$ cat src/rtl/cpu_pkg.sv
// Shared CPU definitions: reset/exception constants, the canonical NOP and the
// redirect-source encoding used by the fetch stage and the hazard unit.
package cpu_pkg;

   localparam logic [31:0] NOP_INSTR  = 32'h0000_0000;  // sll $0,$0,0
   localparam logic [31:0] RESET_PC   = 32'h0000_0000;
   localparam logic [31:0] EXC_VECTOR = 32'h0000_0180;

   // Which control-flow source wins this cycle, highest priority first
   typedef enum logic [1:0] {
      RD_NONE = 2'd0,
      RD_EXC  = 2'd1,
      RD_BR   = 2'd2,
      RD_JMP  = 2'd3
   } redirect_e;

   // Force a byte address onto a word boundary
   function automatic logic [31:0] word_align(input logic [31:0] a);
      return a & ~32'h0000_0003;
   endfunction

endpackage

$ cat src/rtl/if_id_reg.sv
// Generic pipeline register between two stages. A bubble clears the valid bit
// and replaces the instruction with a NOP while keeping the PC fields, so a
// squashed slot still carries the last meaningful PC for debug.
module if_id_reg
   import cpu_pkg::*;
#(
   parameter logic [31:0] NOP_WORD = cpu_pkg::NOP_INSTR
) (
   input  logic        clk,
   input  logic        rst_n,
   input  logic        stall_i,   // hold every field
   input  logic        bubble_i,  // insert a bubble; beats stall_i
   input  logic [31:0] instr_i,
   input  logic [31:0] pc_i,
   input  logic [31:0] pc4_i,
   output logic        valid_o,
   output logic [31:0] instr_o,
   output logic [31:0] pc_o,
   output logic [31:0] pc4_o
);

   logic        valid_q, valid_d;
   logic [31:0] instr_q, instr_d;
   logic [31:0] pc_q,    pc_d;
   logic [31:0] pc4_q,   pc4_d;

   // Next-state select: bubble, hold, or capture the incoming slot
   always_comb begin
      valid_d = valid_q;
      instr_d = instr_q;
      pc_d    = pc_q;
      pc4_d   = pc4_q;
      if (bubble_i) begin
         valid_d = 1'b0;
         instr_d = NOP_WORD;
      end else if (!stall_i) begin
         valid_d = 1'b1;
         instr_d = instr_i;
         pc_d    = pc_i;
         pc4_d   = pc4_i;
      end
   end

   // Slot register with synchronous active-low reset
   always_ff @(posedge clk) begin
      if (!rst_n) begin
         valid_q <= 1'b0;
         instr_q <= NOP_WORD;
         pc_q    <= 32'h0;
         pc4_q   <= 32'h0;
      end else begin
         valid_q <= valid_d;
         instr_q <= instr_d;
         pc_q    <= pc_d;
         pc4_q   <= pc4_d;
      end
   end

   assign valid_o = valid_q;
   assign instr_o = instr_q;
   assign pc_o    = pc_q;
   assign pc4_o   = pc4_q;

endmodule

$ cat src/rtl/if_stage.sv
// Instruction-fetch stage: owns the PC, drives the instruction memory address
// straight from the PC flop, and fills the IF/ID register. Redirects
// (exception > branch > jump) beat stall so a wrong-path word is never kept.
// The memory is combinational and always ready, so there is no handshake:
// imem_data is consumed in the same cycle imem_addr is presented.
module if_stage
   import cpu_pkg::*;
#(
   parameter logic [31:0] RESET_PC   = cpu_pkg::RESET_PC,
   parameter logic [31:0] EXC_VECTOR = cpu_pkg::EXC_VECTOR,
   parameter logic [31:0] NOP_INSTR  = cpu_pkg::NOP_INSTR
) (
   input  logic        clk,
   input  logic        rst_n,
   output logic [31:0] imem_addr,
   input  logic [31:0] imem_data,
   input  logic        stall,
   input  logic        flush,
   input  logic        exc_req,
   input  logic        br_taken,
   input  logic [31:0] br_target,
   input  logic        jmp,
   input  logic [31:0] jmp_target,
   output logic        if_id_valid,
   output logic [31:0] if_id_instr,
   output logic [31:0] if_id_pc,
   output logic [31:0] if_id_pc4,
   output logic [31:0] fetch_cnt
);

   redirect_e   rd_src;
   logic        redirect;
   logic        squash;
   logic        deliver;
   logic [31:0] pc_q, pc_d;
   logic [31:0] pc_plus4;
   logic [31:0] cnt_q, cnt_d;

   assign pc_plus4 = pc_q + 32'd4;

   // Priority encode the redirect source
   always_comb begin
      rd_src = RD_NONE;
      if (exc_req)       rd_src = RD_EXC;
      else if (br_taken) rd_src = RD_BR;
      else if (jmp)      rd_src = RD_JMP;
   end

   assign redirect = (rd_src != RD_NONE);
   assign squash   = redirect | flush;
   // A real instruction enters IF/ID only when nothing squashes or holds it
   assign deliver  = !squash && !stall;

   // Next PC: redirect target, hold on stall, else sequential
   always_comb begin
      pc_d = pc_plus4;
      unique case (rd_src)
         RD_EXC:  pc_d = word_align(EXC_VECTOR);
         RD_BR:   pc_d = word_align(br_target);
         RD_JMP:  pc_d = word_align(jmp_target);
         default: if (stall) pc_d = pc_q;
      endcase
   end

   // Delivered-instruction counter, wraps naturally at 2^32
   always_comb begin
      cnt_d = cnt_q;
      if (deliver) cnt_d = cnt_q + 32'd1;
   end

   // PC and counter registers
   always_ff @(posedge clk) begin
      if (!rst_n) begin
         pc_q  <= word_align(RESET_PC);
         cnt_q <= 32'h0;
      end else begin
         pc_q  <= pc_d;
         cnt_q <= cnt_d;
      end
   end

   if_id_reg #(.NOP_WORD(NOP_INSTR)) u_if_id (
      .clk      (clk),
      .rst_n    (rst_n),
      .stall_i  (stall),
      .bubble_i (squash),
      .instr_i  (imem_data),
      .pc_i     (pc_q),
      .pc4_i    (pc_plus4),
      .valid_o  (if_id_valid),
      .instr_o  (if_id_instr),
      .pc_o     (if_id_pc),
      .pc4_o    (if_id_pc4)
   );

   assign imem_addr = pc_q;
   assign fetch_cnt = cnt_q;

endmodule

$ cat config.mk
export PLATFORM = sky130hd
export DESIGN_NAME = if_stage
export DESIGN_NICKNAME = d
export VERILOG_FILES = /design/src/rtl/cpu_pkg.sv /design/src/rtl/if_id_reg.sv /design/src/rtl/if_stage.sv
export SDC_FILE = /design/constraint.sdc
export NUM_CORES = 1
export LEC_CHECK = 0
export ABC_AREA = 1
export BUFFER_PORTS_ARGS = -buffer_cell sky130_fd_sc_hd__buf_2
export CAP_MARGIN = 10
export CORE_ASPECT_RATIO = 0.75
export CORE_UTILIZATION = 46
export CTS_BUF_LIST = sky130_fd_sc_hd__clkbuf_16
export DETAILED_ROUTE_END_ITERATION = 16
export HOLD_SLACK_MARGIN = 0.08
export PLACE_DENSITY = 0.77
export SYNTH_ARGS = -nofsm -noshare
export SYNTH_HDL_FRONTEND = slang
export SYNTH_SLANG_ARGS = --single-unit
$ cat constraint.sdc
create_clock -name clk -period 1.65 [get_ports clk]
set_input_delay 0.0825 -clock clk [delete_from_list [all_inputs] [get_ports clk]]
set_output_delay 0.0825 -clock clk [all_outputs]
set_load 0.005 [all_outputs]
=== Word level (Yosys, flattened, before mapping) ===
Cells that the tools add are included.

* Bits in registers: 161
* Output and inout port bits: 161

* Add/sub/neg operators: 2
* Equal/unequal tests: 4
* Multiplexer cells: 5
* Bitwise logic cells: 4
* Reductions and logical operators: 6

{| class="wikitable"
|+ Operators by type and width
! operator !! number
|-
| $pmux W32 S3 || 1
|-
| $add A32 B1 Y32 const B || 1
|-
| $add A32 B3 Y32 const B || 1
|-
| $mux W32 || 1
|-
| $mux W2 || 3
|-
| $eq A2 B2 Y1 const B || 2
|-
| $ne A4 B1 Y1 const B || 1
|-
| $not A1 Y1 || 3
|-
| $eq A2 B1 Y1 const B || 1
|-
| $logic_not A1 Y1 || 2
|-
| $reduce_and A2 Y1 || 1
|-
| $reduce_bool A2 Y1 || 1
|-
| $reduce_or A2 Y1 || 1
|-
| $logic_and A1 B1 Y1 || 1
|-
| $or A1 B1 Y1 || 1
|}

=== Logic depth before layout (Yosys ltp) ===
* Word-level depth: 7
* Gate-level depth with buffers: 12
* Depth with buffers taken out: 12

=== Hierarchy ===
Synthesis repeated with hierarchy kept, for this count alone.

* Cell total of the unflattened synthesis: 1321
* Area total of the unflattened synthesis: 8466.9 sq um

{| class="wikitable"
|+ Modules (own cells, without submodules)
! module !! times used !! cells an instance !! area an instance (sq um)
|-
| if_stage || 1 || 771 || 4662.0
|-
| if_id_reg || 1 || 550 || 3804.9
|}

=== Least setup slack after synthesis ===
No wires, ideal clock.

* Path kind: in2reg
* From: input port br_taken
* To: register pc_q[14] (netlist: imem_addr[14])
* Library setup time: 117 ps
* Data arrival time: 1502 ps
* Data required time: 1533 ps
* Setup slack: 31 ps
* Stages: 10
* Cells stage by stage: inv_1 a21oi_1 inv_1 ha_1 nor3_4 inv_1 buf_2 buf_2 o21ai_0 nor2_1

* Word-level cells in the longest chain between the ends: 4
* Elaborated cells on any way between the ends: 7

{| class="wikitable"
|+ Ends and longest elaborated chain
! what !! line !! RTL
|-
| start, declared || if_stage.sv:20 || <nowiki>input logic br_taken,</nowiki>
|-
| $mux W2 (*) || if_stage.sv:45 || <nowiki>else if (br_taken) rd_src = RD_BR;</nowiki>
|-
| $mux W2 (*) || if_stage.sv:44 || <nowiki>if (exc_req) rd_src = RD_EXC;</nowiki>
|-
| $eq A2 B2 Y1 / $eq A2 B1 Y1 (equally long branches) || if_stage.sv:57 || <nowiki>unique case (rd_src)</nowiki>
|-
| $pmux W32 S3 / $ne A4 B1 Y1 (equally long branches) || -- ||
|-
| end signal, assigned || if_stage.sv:74 || <nowiki>pc_q <= word_align(RESET_PC);</nowiki>
|-
| end signal, assigned || if_stage.sv:77 || <nowiki>pc_q <= pc_d;</nowiki>
|-
| end, declared || if_stage.sv:35 || <nowiki>logic [31:0] pc_q, pc_d;</nowiki>
|}

Mark *: on every way between the ends. The rest lies on a longest branch, timed or not.
A chain may end at the register's enable or synchronous reset.

=== Final worst setup path ===
* From: register cnt_q[0] (netlist: fetch_cnt[0])
* To: register cnt_q[20] (netlist: fetch_cnt[20])

* Word-level cells in the longest chain between the ends: 1

{| class="wikitable"
|+ Ends and longest elaborated chain
! what !! line !! RTL
|-
| start, declared || if_stage.sv:37 || <nowiki>logic [31:0] cnt_q, cnt_d;</nowiki>
|-
| start signal, assigned || if_stage.sv:78 || <nowiki>cnt_q <= cnt_d;</nowiki>
|-
| $add A32 B1 Y32 || if_stage.sv:68 || <nowiki>if (deliver) cnt_d = cnt_q + 32'd1;</nowiki>
|}

No other way between the ends.

==> out/qor.csv <==
stage,metric,value,unit
sta,rsz0062_at_grt,true,
setup_path,worstPathArrival,1.90,ns
sta,fin_crit_sh,95.91,%
layout,layoutNonFillerInstCount,1678,
setup_path,critPathCaptureType,flip-flop,
yosys,synth_enable_flop_cells,0,
yosys,yosysWarnings,0,
global_routing,met1_usage,41.72,%
setup_path,crit_type,flip-flop to flip-flop,
routing,drt_first_pass_iters,5,
floorplanning,ios,264,
floorplanning,core_area,0.01622,sq mm
power_and_ir_drop,total_leakage_power,5.121,nW
global_routing,grt.met3_usage,6.056,%
yosys,synth_top_area_share,40.17,%
sta,clock_skew,0.009674,ns
global_routing,use_met2,45.14,%
power_and_ir_drop,vdd_drop_max,0.0006293,V
layout,area_growth,37.68,%
setup_path,cp.required,1.97,ns
global_routing,grt_max_degree,70,
routing,vias_per_cell,5.079,
setup_path,cp-start-kind,flip-flop,
floorplanning,die_h,114.2,um
flow_run,drv_cap,0,
clocking,cts_root_buf,clkbuf_16,
yosys,synthTopCellsByArea,"dfxtp_1 (40%), nand2_1 (17%), a21oi_1 (6.8%), inv_1 (5.5%), nor2_1 (5.1%)",
outcome,status,"complete, no violations",
floorplanning,die_w,151.6,um
sta,hold_slack,0.1105,ns
clocking,cts.sinks,155,
setup_path,cp_max_fo,3,
clocking,cts-buffers-inserted,17,
yosys,synthCells,1137,
global_routing,grt_pass1_vias,7791,
routing,drc_errors,0,
worst_hold_path,hold_path_depth,4,
yosys,synth.avg_cell_area,6.793,sq um
global_routing,antenna_found_initial,0,
yosys,yosysUniqueCellTypes,36,
worst_hold_path,min_from,jmp_target[10],
global_routing,top_usage_layer,met2,
yosys,synthArstFlopShare,0,%
yosys,synth_top_area_cell,dfxtp_1,
floorplanning,initial_utilization,47.63,%
sta,max_freq,631.9,MHz
yosys,synth_top_family_by_area,simple AND/OR/NAND/NOR gates,
routing,drt-total-wl,25330,um
routing,ant_nets,0,
clocking,cts_tree,done,
clocking,path_clk_slew,0.06,ns
yosys,synth.area.mux_share,0,%
clocking,clockBufferDepth,2,
floorplanning,row_count,40,
setup_path,r2r_cells,8,
clocking,clk_latency,0.42,ns
routing,drtIter0Drc,702,
layout,diodes,0,
layout,drive_gt1_share,26.84,%
sta,drv_slew,0,
global_routing,grtUsageTotal,29.22,%
setup_path,startpoint,fetch_cnt[0],
placed_design,dpl.cell_count,1608,
yosys,postSynthRegisterBits,155,
placed_design,port-buffer-count,253,
sta,min_period,1.583,ns
floorplanning,dieArea,0.01732,sq mm
placed_design,hpwl,18280,um
sta,hold_viol_final,0,
placed_design,place_congestion,0.9273,
sta,setup_violations,0,
yosys,synthFlopType,dfxtp_1,
routing,vias,8522,
global_routing,grt_overflow_total,0,
layout,n_fill_cell,1455,
yosys,synth_area,0.007724,sq mm
sta,layout_setup_ws,0.06741,ns
worst_hold_path,hp-class,primary input to flip-flop,
global_routing,grt_pass1_wl,39380,um
yosys,synth_seq_area_share,40.17,%
yosys,yosys.area_share.simple,28.93,%
clocking,htreeDepth,4,
yosys,synth-adder-area-share,1.134,%
setup_path,timing.rr.start,fetch_cnt[0],
placed_design,dpl_worst_slack,-0.2353,ns
power_and_ir_drop,power.density,859.2,mW/mm^2
yosys,synth_compound_area_share,18.18,%
yosys,synth_xor_area_share,2.365,%
routing,wl_per_cell,15.09,um
layout,nets,1566,
## report_power, final
part	internal [W]	switching, W	leakage (nW)
Sequential	0.00387	0.000110	1.26
Combinational	0.000549	0.000674	3.57
Clock	0.00235	0.00158	0.294
## state kept, by name, indices dropped and copies added, names as in the netlist
register	flops
u_if_id.pc_o	30
imem_addr	30
fetch_cnt	32
u_if_id.pc4_o	30
u_if_id.instr_o	32
u_if_id.valid_o	1
## synth_stat cells (all sizes together) (17+ instances only)
cell type and n:
a21oi 105, a22o 27, buf 24, clkbuf 37
dfxtp 155, inv 115, nand2 361, nand3 33
nor2 118, o21ai 76, o21bai 20, xor2 17
## routing by layer
layer / vias to the layer above / wire length [um]
met5: - / 0
met4: 0 / 245
met3: 21 / 2018
met2: 360 / 11040
met1: 3881 / 12020
li1: 4260 / -
## worst max-delay path, cell delays in order, from the launching register on
cell     delay [ns]
dfxtp_1        0.34
ha_1           0.18
nand3_1        0.12
nor2_2         0.18
nand4_1        0.23
nor2_1         0.24
nand3_1        0.10
nand2_1        0.07
nor2_1         0.04
## worst paths after layout
kind | endpoint | slack, ns
worst min register to register | u_if_id.pc_o[4] | 0.46
worst max-delay path | fetch_cnt[20] | 0.07
worst min-delay path | imem_addr[10] | 0.11
worst max register to register | fetch_cnt[20] | 0.07
## cells in the final DEF, fill, tap and decap left out, types with 3 or more instances in the layout
cell / instances
a21oi_1: 105
buf_4: 58
buf_12: 11
a22o_1: 27
nand2_2: 8
bufinv_16: 3
xor2_1: 16
clkinv_4: 3
xnor2_1: 3
conb_1: 6
ha_1: 6
nand3b_1: 3
o21ai_0: 76
nand2_1: 351
nor2_1: 96
nor3_1: 5
dlygate4sd3_1: 33
inv_1: 116
nand3_1: 32
nand4_1: 9
dfxtp_1: 150
a21o_1: 3
buf_2: 253
o21bai_1: 20
o21a_1: 3
nor2_2: 10
clkbuf_16: 17
dfxtp_2: 5
a31oi_1: 7
nor2_4: 12
## kinds of logic after synthesis
family,after synthesis
other,1
and+or+nand+nor,534
adders and majority gates,7
AOI/OAI and AO/OA,244
buffers and inverters,176
DFF,155
xor gates and xnor gates,20
## through the flow
stage / util [%] / total power [W] / TNS [ns] / cell area [sq um]
4_1_cts: 65.02 / 0.009159 / 0 / 10540
5_1_grt: 65.58 / 0.009488 / -0.04814 / 10630
3_3_place_gp: 59.22 / 0.005168 / -4.740 / 9603
3_5_place_dp: 59.22 / 0.005186 / -9.362 / 9603
6_report: 65.58 / 0.009137 / 0 / 10630
2_1_floorplan: - / 0.004621 / 0 / 7742
## what timing repair did
action | 4_1_cts | 5_1_grt
setup buffers | 2 | 4
hold buffers | 33 | 0
endpoints found under the setup margin | 3 | 34
endpoints found under the hold margin | 33 | 0
gates resized for setup | 3 | 20
pin swaps | 2 | 8
## layout make-up
class	count	area, sq um	area share (%)
Timing Repair Buffer	356	2263	21.28
Sequential cell	155	3109	29.24
Multi-Input combinational cell	811	3981	37.44
Inverter	115	434.2	4.083
Clock inverter	14	157.7	1.483
Tap cell	210	262.8	2.471
Clock buffer	17	425.4	4.000
(Power assumes the default switching activity.)
